### config.mk
export PLATFORM = sky130hd
export DESIGN_NAME = mod_counter_sequencer
export DESIGN_NICKNAME = d
export VERILOG_FILES = /design/src/rtl/mod_counter_sequencer_pkg.sv /design/src/rtl/modn_counter_core.sv /design/src/rtl/mod_counter_sequencer.sv
export SDC_FILE = /design/constraint.sdc
export NUM_CORES = 1
export LEC_CHECK = 0
export BUFFER_PORTS_ARGS = -buffer_cell sky130_fd_sc_hd__clkbuf_2
export CORE_UTILIZATION = 46
export CTS_BUF_LIST = sky130_fd_sc_hd__clkbuf_16
export DETAILED_ROUTE_END_ITERATION = 10
export GPL_ROUTABILITY_DRIVEN = 0
export MAX_ROUTING_LAYER = met4
export PLACE_DENSITY = 0.73
export SLEW_MARGIN = 30
export SYNTH_ARGS = -nofsm -noshare
export SYNTH_HDL_FRONTEND = slang
export SYNTH_SLANG_ARGS = --single-unit
export TNS_END_PERCENT = 30
### constraint.sdc
create_clock -name clk_i -period 3.6 [get_ports clk_i]
set_clock_uncertainty 0.2 [all_clocks]
set_input_delay 0.72 -clock clk_i [delete_from_list [all_inputs] [get_ports clk_i]]
set_output_delay 0.72 -clock clk_i [all_outputs]
set_load 0.01 [all_outputs]
### src/rtl/mod_counter_sequencer_pkg.sv
// Shared types and default widths for the modulo-N run controller.
package mod_counter_sequencer_pkg;

  localparam int unsigned DefWidth = 4;
  localparam int unsigned DefRepW  = 8;

  typedef enum logic [1:0] {
    StIdle,
    StRun,
    StHold,
    StDone
  } seq_state_e;

endpackage

### src/rtl/modn_counter_core.sv
// Width-bit counter that wraps to zero after reaching a programmable terminal value.
module modn_counter_core #(
  parameter int unsigned Width = 4
) (
  input  logic             clk_i,
  input  logic             rst_i,
  input  logic             en_i,
  input  logic             clr_i,
  input  logic [Width-1:0] term_i,
  output logic [Width-1:0] count_o,
  output logic             at_term_o
);

  logic [Width-1:0] count_q, count_d;

  assign at_term_o = (count_q == term_i);
  assign count_o   = count_q;

  always_comb begin
    count_d = count_q;
    if (clr_i) begin
      count_d = '0;
    end else if (en_i) begin
      count_d = at_term_o ? '0 : count_q + Width'(1);
    end
  end

  always_ff @(posedge clk_i or posedge rst_i) begin
    if (rst_i) begin
      count_q <= '0;
    end else begin
      count_q <= count_d;
    end
  end

endmodule

### src/rtl/mod_counter_sequencer.sv
// Run controller: captures terminal/repeat configuration and sequences counting runs.
module mod_counter_sequencer
  import mod_counter_sequencer_pkg::*;
#(
  parameter int unsigned Width = DefWidth,
  parameter int unsigned RepW  = DefRepW
) (
  input  logic             clk_i,
  input  logic             rst_i,
  input  logic             cfg_valid_i,
  output logic             cfg_ready_o,
  input  logic [Width-1:0] cfg_term_i,
  input  logic [RepW-1:0]  cfg_reps_i,
  input  logic             start_i,
  input  logic             pause_i,
  input  logic             stop_i,
  output logic [Width-1:0] count_o,
  output logic             tc_o,
  output logic [RepW-1:0]  rep_left_o,
  output logic             busy_o,
  output logic             done_o
);

  seq_state_e      state_q;
  logic [Width-1:0] term_q;
  logic [RepW-1:0]  reps_q;
  logic [RepW-1:0]  rep_left_q;
  logic             hs;
  logic             cnt_en;
  logic             cnt_clr;
  logic             at_term;

  assign hs          = cfg_valid_i && (state_q == StIdle);
  assign cfg_ready_o = (state_q == StIdle);
  assign busy_o      = (state_q != StIdle);
  assign done_o      = (state_q == StDone);
  assign tc_o        = (state_q == StRun) && at_term;
  assign rep_left_o  = rep_left_q;

  // Leaving HOLD counts on the same edge so each paused cycle costs exactly one cycle.
  always_comb begin
    cnt_en  = 1'b0;
    cnt_clr = 1'b0;
    unique case (state_q)
      StIdle: cnt_clr = start_i;
      StRun, StHold: begin
        if (stop_i) begin
          cnt_clr = 1'b1;
        end else if (!pause_i) begin
          cnt_en = 1'b1;
        end
      end
      StDone: cnt_clr = 1'b1;
      default: cnt_clr = 1'b1;
    endcase
  end

  always_ff @(posedge clk_i or posedge rst_i) begin
    if (rst_i) begin
      state_q    <= StIdle;
      term_q     <= '0;
      reps_q     <= '0;
      rep_left_q <= '0;
    end else begin
      if (hs) begin
        term_q <= cfg_term_i;
        reps_q <= cfg_reps_i;
      end
      unique case (state_q)
        StIdle: begin
          if (start_i) begin
            state_q    <= StRun;
            rep_left_q <= hs ? cfg_reps_i : reps_q;
          end
        end
        StRun, StHold: begin
          if (stop_i) begin
            state_q    <= StIdle;
            rep_left_q <= '0;
          end else if (pause_i) begin
            state_q <= StHold;
          end else begin
            state_q <= StRun;
            if (at_term && (reps_q != '0)) begin
              rep_left_q <= rep_left_q - RepW'(1);
              if (rep_left_q == RepW'(1)) begin
                state_q <= StDone;
              end
            end
          end
        end
        StDone: begin
          state_q    <= StIdle;
          rep_left_q <= '0;
        end
        default: state_q <= StIdle;
      endcase
    end
  end

  modn_counter_core #(
    .Width (Width)
  ) u_core (
    .clk_i     (clk_i),
    .rst_i     (rst_i),
    .en_i      (cnt_en),
    .clr_i     (cnt_clr),
    .term_i    (term_q),
    .count_o   (count_o),
    .at_term_o (at_term)
  );

endmodule
[Word-level counts from Yosys, hierarchy flattened]
Cells that the tools add are included.
Storage, ports and cells
  input port bits: 18
  output and inout bits: 16
  logic and storage cells: 44
  register bits: 26
Operators by class
  reduce and logical (&&, ||, !) cells: 9
  $add $sub $neg: 2
  muxes and demuxes: 20
  equality and inequality tests: 8
Operators with widths (number)
  $mux 8: 5
  $pmux 8 s3: 1
  $mux 4: 3
  $mux 2: 5
  $eq 8x1->1 const B: 1
  $reduce_bool 8->1: 1
  $sub 8x1->8 const B: 1
  $ne 3x3->1 const B: 2
  $pmux 2 s3: 1
  $add 4x1->4 const B: 1
  $eq 2x2->1 const B: 2
  $eq 4x4->1: 1
  $mux 1: 4
  $reduce_bool 2->1: 2
  $logic_and 1x1->1: 3
  $pmux 1 s3: 1
  $reduce_and 3->1: 1
  $eq 2x1->1 const B: 1
  $logic_not 2->1: 1
  $ne 2x1->1 const B: 1
  $reduce_or 2->1: 1

[Depth between registers and ports, before layout]
  word-level depth: 6
  depth in mapped cells: 7
  mapped depth without buffers: 6

[Modules after synthesis]
Synthesis repeated with hierarchy kept, for this count alone.
Unflattened totals
  cell total of the unflattened synthesis: 141
  area, all modules: 1586.5 um2
By module, submodules not included
  mod_counter_sequencer: times used 1, sequential area each 550.5 um2, area each 1302.5 um2, cells each 114
  modn_counter_core: times used 1, sequential area each 100.1 um2, area each 284.0 um2, cells each 27

[Worst setup path before layout]
No wires, ideal clock.
  path type: register to output
  start: register u_core.count_q[1] (netlist: u_core.count_o[1])
  end: output port tc_o
  arrival: 1.356 ns
  slack: 1.324 ns
  path buffers: 0
  cell stages (with the launch flop): 4
  path through: dfrtp_1 > xor2_1 > nor4_1 > and2_1
On the way
  word-level cells in the longest chain between the ends: 2
Ends and longest elaborated chain
  from (decl): RTL line modn_counter_core.sv:14  | logic [Width-1:0] count_q, count_d;
  from (signal assigned): RTL line modn_counter_core.sv:32  | count_q <= count_d;
  $eq 4x4->1: RTL line modn_counter_core.sv:16  | assign at_term_o = (count_q == term_i);
  $logic_and 1x1->1: RTL line mod_counter_sequencer.sv:37  | assign tc_o = (state_q == StRun) && at_term;
  to (decl): RTL line mod_counter_sequencer.sv:18  | output logic tc_o,
Every way passes these cells.

[Final worst setup path]
  start: register u_core.count_q[0] (netlist: u_core.count_o[0])
  end: output port tc_o
The elaborated chain is that of the path after synthesis.

==> metrics <==
All-Layer GR Usage 22.46%; Initial Util 49.68%; CTS H-tree depth 1; max_cap viols 0; first-pass GRT wire length 5733 um; row count 20; crit-path max FO 6; Critical Path Slowest Stage Cell dfrtp_1; Max stage delay on crit path 0.46 ns; met3 Resource Use GR 3.838%; M1 GR Usage 28.03%; CTS tree built; Netlist cell types 41; DR DRC count 0; clock latency on the worst-skew pair 0.26 ns; Worst Setup Start Kind flip-flop; antenna cells 0; maximum VDD drop 0.4053 mV; grt met2 use 36.42%; mapped cell area 0.001567 mm^2; vias in the first global route 1255; worst reg2reg path depth 6; total I/O pin count 34; vias 1321; Die H 60.36 um; Mapped Cells 150; Worst R2R Start state_q[0]; syn nets 174; cells along the critical path xor2_1 > nor4_1 > buf_4 > and2_1 > clkbuf_2; RR Endpoint rep_left_o[1]; die area 0.003643 mm^2; I/O Buffers 33; Num CTS Buffers 3; final slew viol count 0; Pwr Density 832.8 mW/mm^2; dpl cell area 0.001763 mm^2; gr busiest metal met2; syn_area_per_cell 10.44 um^2; Post-CTS Resized 0; crit-path leading delay family flip-flops; CTS Hold Bufs 0; share of cells above drive strength 1 31.32%; commonest non-fill, non-tap cells in the layout 33 x clkbuf_2, 26 x dfrtp_1, 16 x mux2_2; Post-CTS Setup Inserts 0; Synth Register Bits 26; RSZ-0062 raised after global routing no; Max transition margin 60.15%; R2R Setup Slk 1.34 ns; crit path DAT 1.62 ns; DR WL/cell 15.30 um; CTS max path bufs 2; core box area 0.003153 mm^2; Worst Max-Slew Pin Slew 0.5923 ns; final instance area 0.001842 mm^2; Worst Path Required 2.68 ns; commonest non-fill, non-tap cell in the layout clkbuf_2; Sink Count 26; total wire length 3458 um; Final Critical Period 2.539 ns; outcome finished, final reports clean; via/cell ratio 5.845; hold crit path type in -> async; Crit Path Category reg -> out; Max Fclk 393.8 MHz; Ys Warns 0; clk slew on worst S/H paths 0.07 ns; clock root buffer clkbuf_16; Crit. End Element output port; period utilization 70.54%; initial DRC count 110; Final ANT Viol Nets 0; chip width 60.36 um; synth-to-layout area growth 17.57%; Setup violations, final 0; initial antenna violation count 0; Layout fillers 295; maximum number of pins on one net before global-route repair 27; setup TNS 0 ns; post-DP HPWL 2625 um; Pre-antenna DRT Iters 4; Hold Vio Cnt, Final 0; CP bufs+invs 2; register area share after synthesis 41.53%; Leak Pwr 0.8231 nW; GRT Residual Overflow 0; nets@finish 207
-- layout make-up --
class                           instances  area [um^2]  area share, %
Clock buffer                            3        75.07          4.076
Clock inverter                          1        3.754         0.2038
Inverter                                6        22.52          1.223
Multi-Input combinational cell        112        862.1          46.81
Sequential cell                        26        650.6          35.33
Tap cell                               44        55.05          2.989
Timing Repair Buffer                   34        172.7          9.375
-- flip-flops by register name, indices dropped and copies added, names as in the netlist --
signal          cells
state_q             2
rep_left_o          8
reps_q              8
term_q              4
u_core.count_o      4
-- power breakdown --
group,switching [mW],internal [mW],leakage (nW)
logic,0.404,0.329,0.461
clock network,0.0989,0.149,0.0385
registers,0.132,0.422,0.323
-- worst max path at each step --
stage / slack, ns / cells after the start / to / start
after floorplan: 1.32 / 3 / tc_o / u_core.count_o[1]
after global placement: 1.37 / 5 / u_core.count_o[3] / stop_i
after detailed placement: 1.31 / 5 / u_core.count_o[3] / stop_i
after CTS: 1.06 / 5 / tc_o / u_core.count_o[0]
after global routing: 0.90 / 5 / tc_o / u_core.count_o[0]
final: 1.06 / 5 / tc_o / u_core.count_o[0]
-- through the flow --
stage               setup WS [ns]  total power, mW  util, %  hold WS (ns)  cells
global route               0.9021            1.654    58.41        0.3423    226
floorplan                   1.324            1.077        -        0.2985    150
CTS                         1.062            1.534    58.41        0.3279    226
global placement            1.369            1.247    55.91        0.3113    222
finish                      1.061            1.534    58.41        0.2804    226
detailed placement          1.314            1.283    55.91        0.3138    222
-- synth_stat cells --
cell type / count / area (um^2)
dfrtp_1: 26 / 650.6
mux2_2: 16 / 180.2
o211ai_1: 9 / 67.56
nor2_1: 8 / 30.03
nand2_1: 7 / 26.28
a21oi_1: 6 / 30.03
ha_1: 6 / 75.07
inv_1: 6 / 22.52
mux2i_1: 6 / 60.06
nand3_1: 5 / 25.02
nand2b_1: 4 / 25.02
nor4_1: 4 / 25.02
o21ai_0: 4 / 20.02
xor2_1: 4 / 35.03
a211oi_1: 3 / 22.52
clkbuf_1: 3 / 11.26
o22ai_1: 3 / 18.77
a31oi_1: 2 / 12.51
nor2b_1: 2 / 12.51
nor3b_1: 2 / 15.01
o32a_1: 2 / 20.02
or3_1: 2 / 12.51
or4_1: 2 / 15.01
a211o_1: 1 / 8.760
a311oi_1: 1 / 8.760
a32o_1: 1 / 10.01
and2_1: 1 / 6.260
and3_1: 1 / 6.260
buf_1: 1 / 3.750
buf_2: 1 / 5.000
buf_6: 1 / 11.26
nor3_1: 1 / 5.000
nor4b_1: 1 / 8.760
o21a_4: 1 / 15.01
o21ai_1: 1 / 5.000
o21ai_4: 1 / 16.27
o311ai_0: 1 / 8.760
o311ai_1: 1 / 8.760
or2_0: 1 / 6.260
or3b_1: 1 / 8.760
or4_4: 1 / 11.26
-- logic make-up after synthesis --
group | after synthesis | synth area share [%]
AOI/OAI and AO/OA | 37 | 17.41
DFF | 26 | 41.53
buffers and inverters | 12 | 3.434
and+or+nand+nor | 43 | 15.26
adders and majority gates | 6 | 4.792
muxes | 22 | 15.34
xor gates and xnor gates | 4 | 2.236
-- worst reg2reg max path, delay by kind of cell, from the launching register on --
kind                     cells  cell delay [ns]
AND/OR/NAND/NOR              1             0.22
AO/OA/AOI/OAI                2             0.58
buffers and inverters        1             0.06
adder cells (fa/ha/maj)      1             0.35
flip-flops                   1             0.39
multiplexers                 1             0.35
-- per-layer routing --
layer | share of wire [%] | up-vias
met2 | 49 | 39
met1 | 44 | 642
met4 | 1.3 | 0
met3 | 4.9 | 7
li1 | - | 633
met5 | 0 | -
Note: power is estimated with default switching activity, not from simulation.
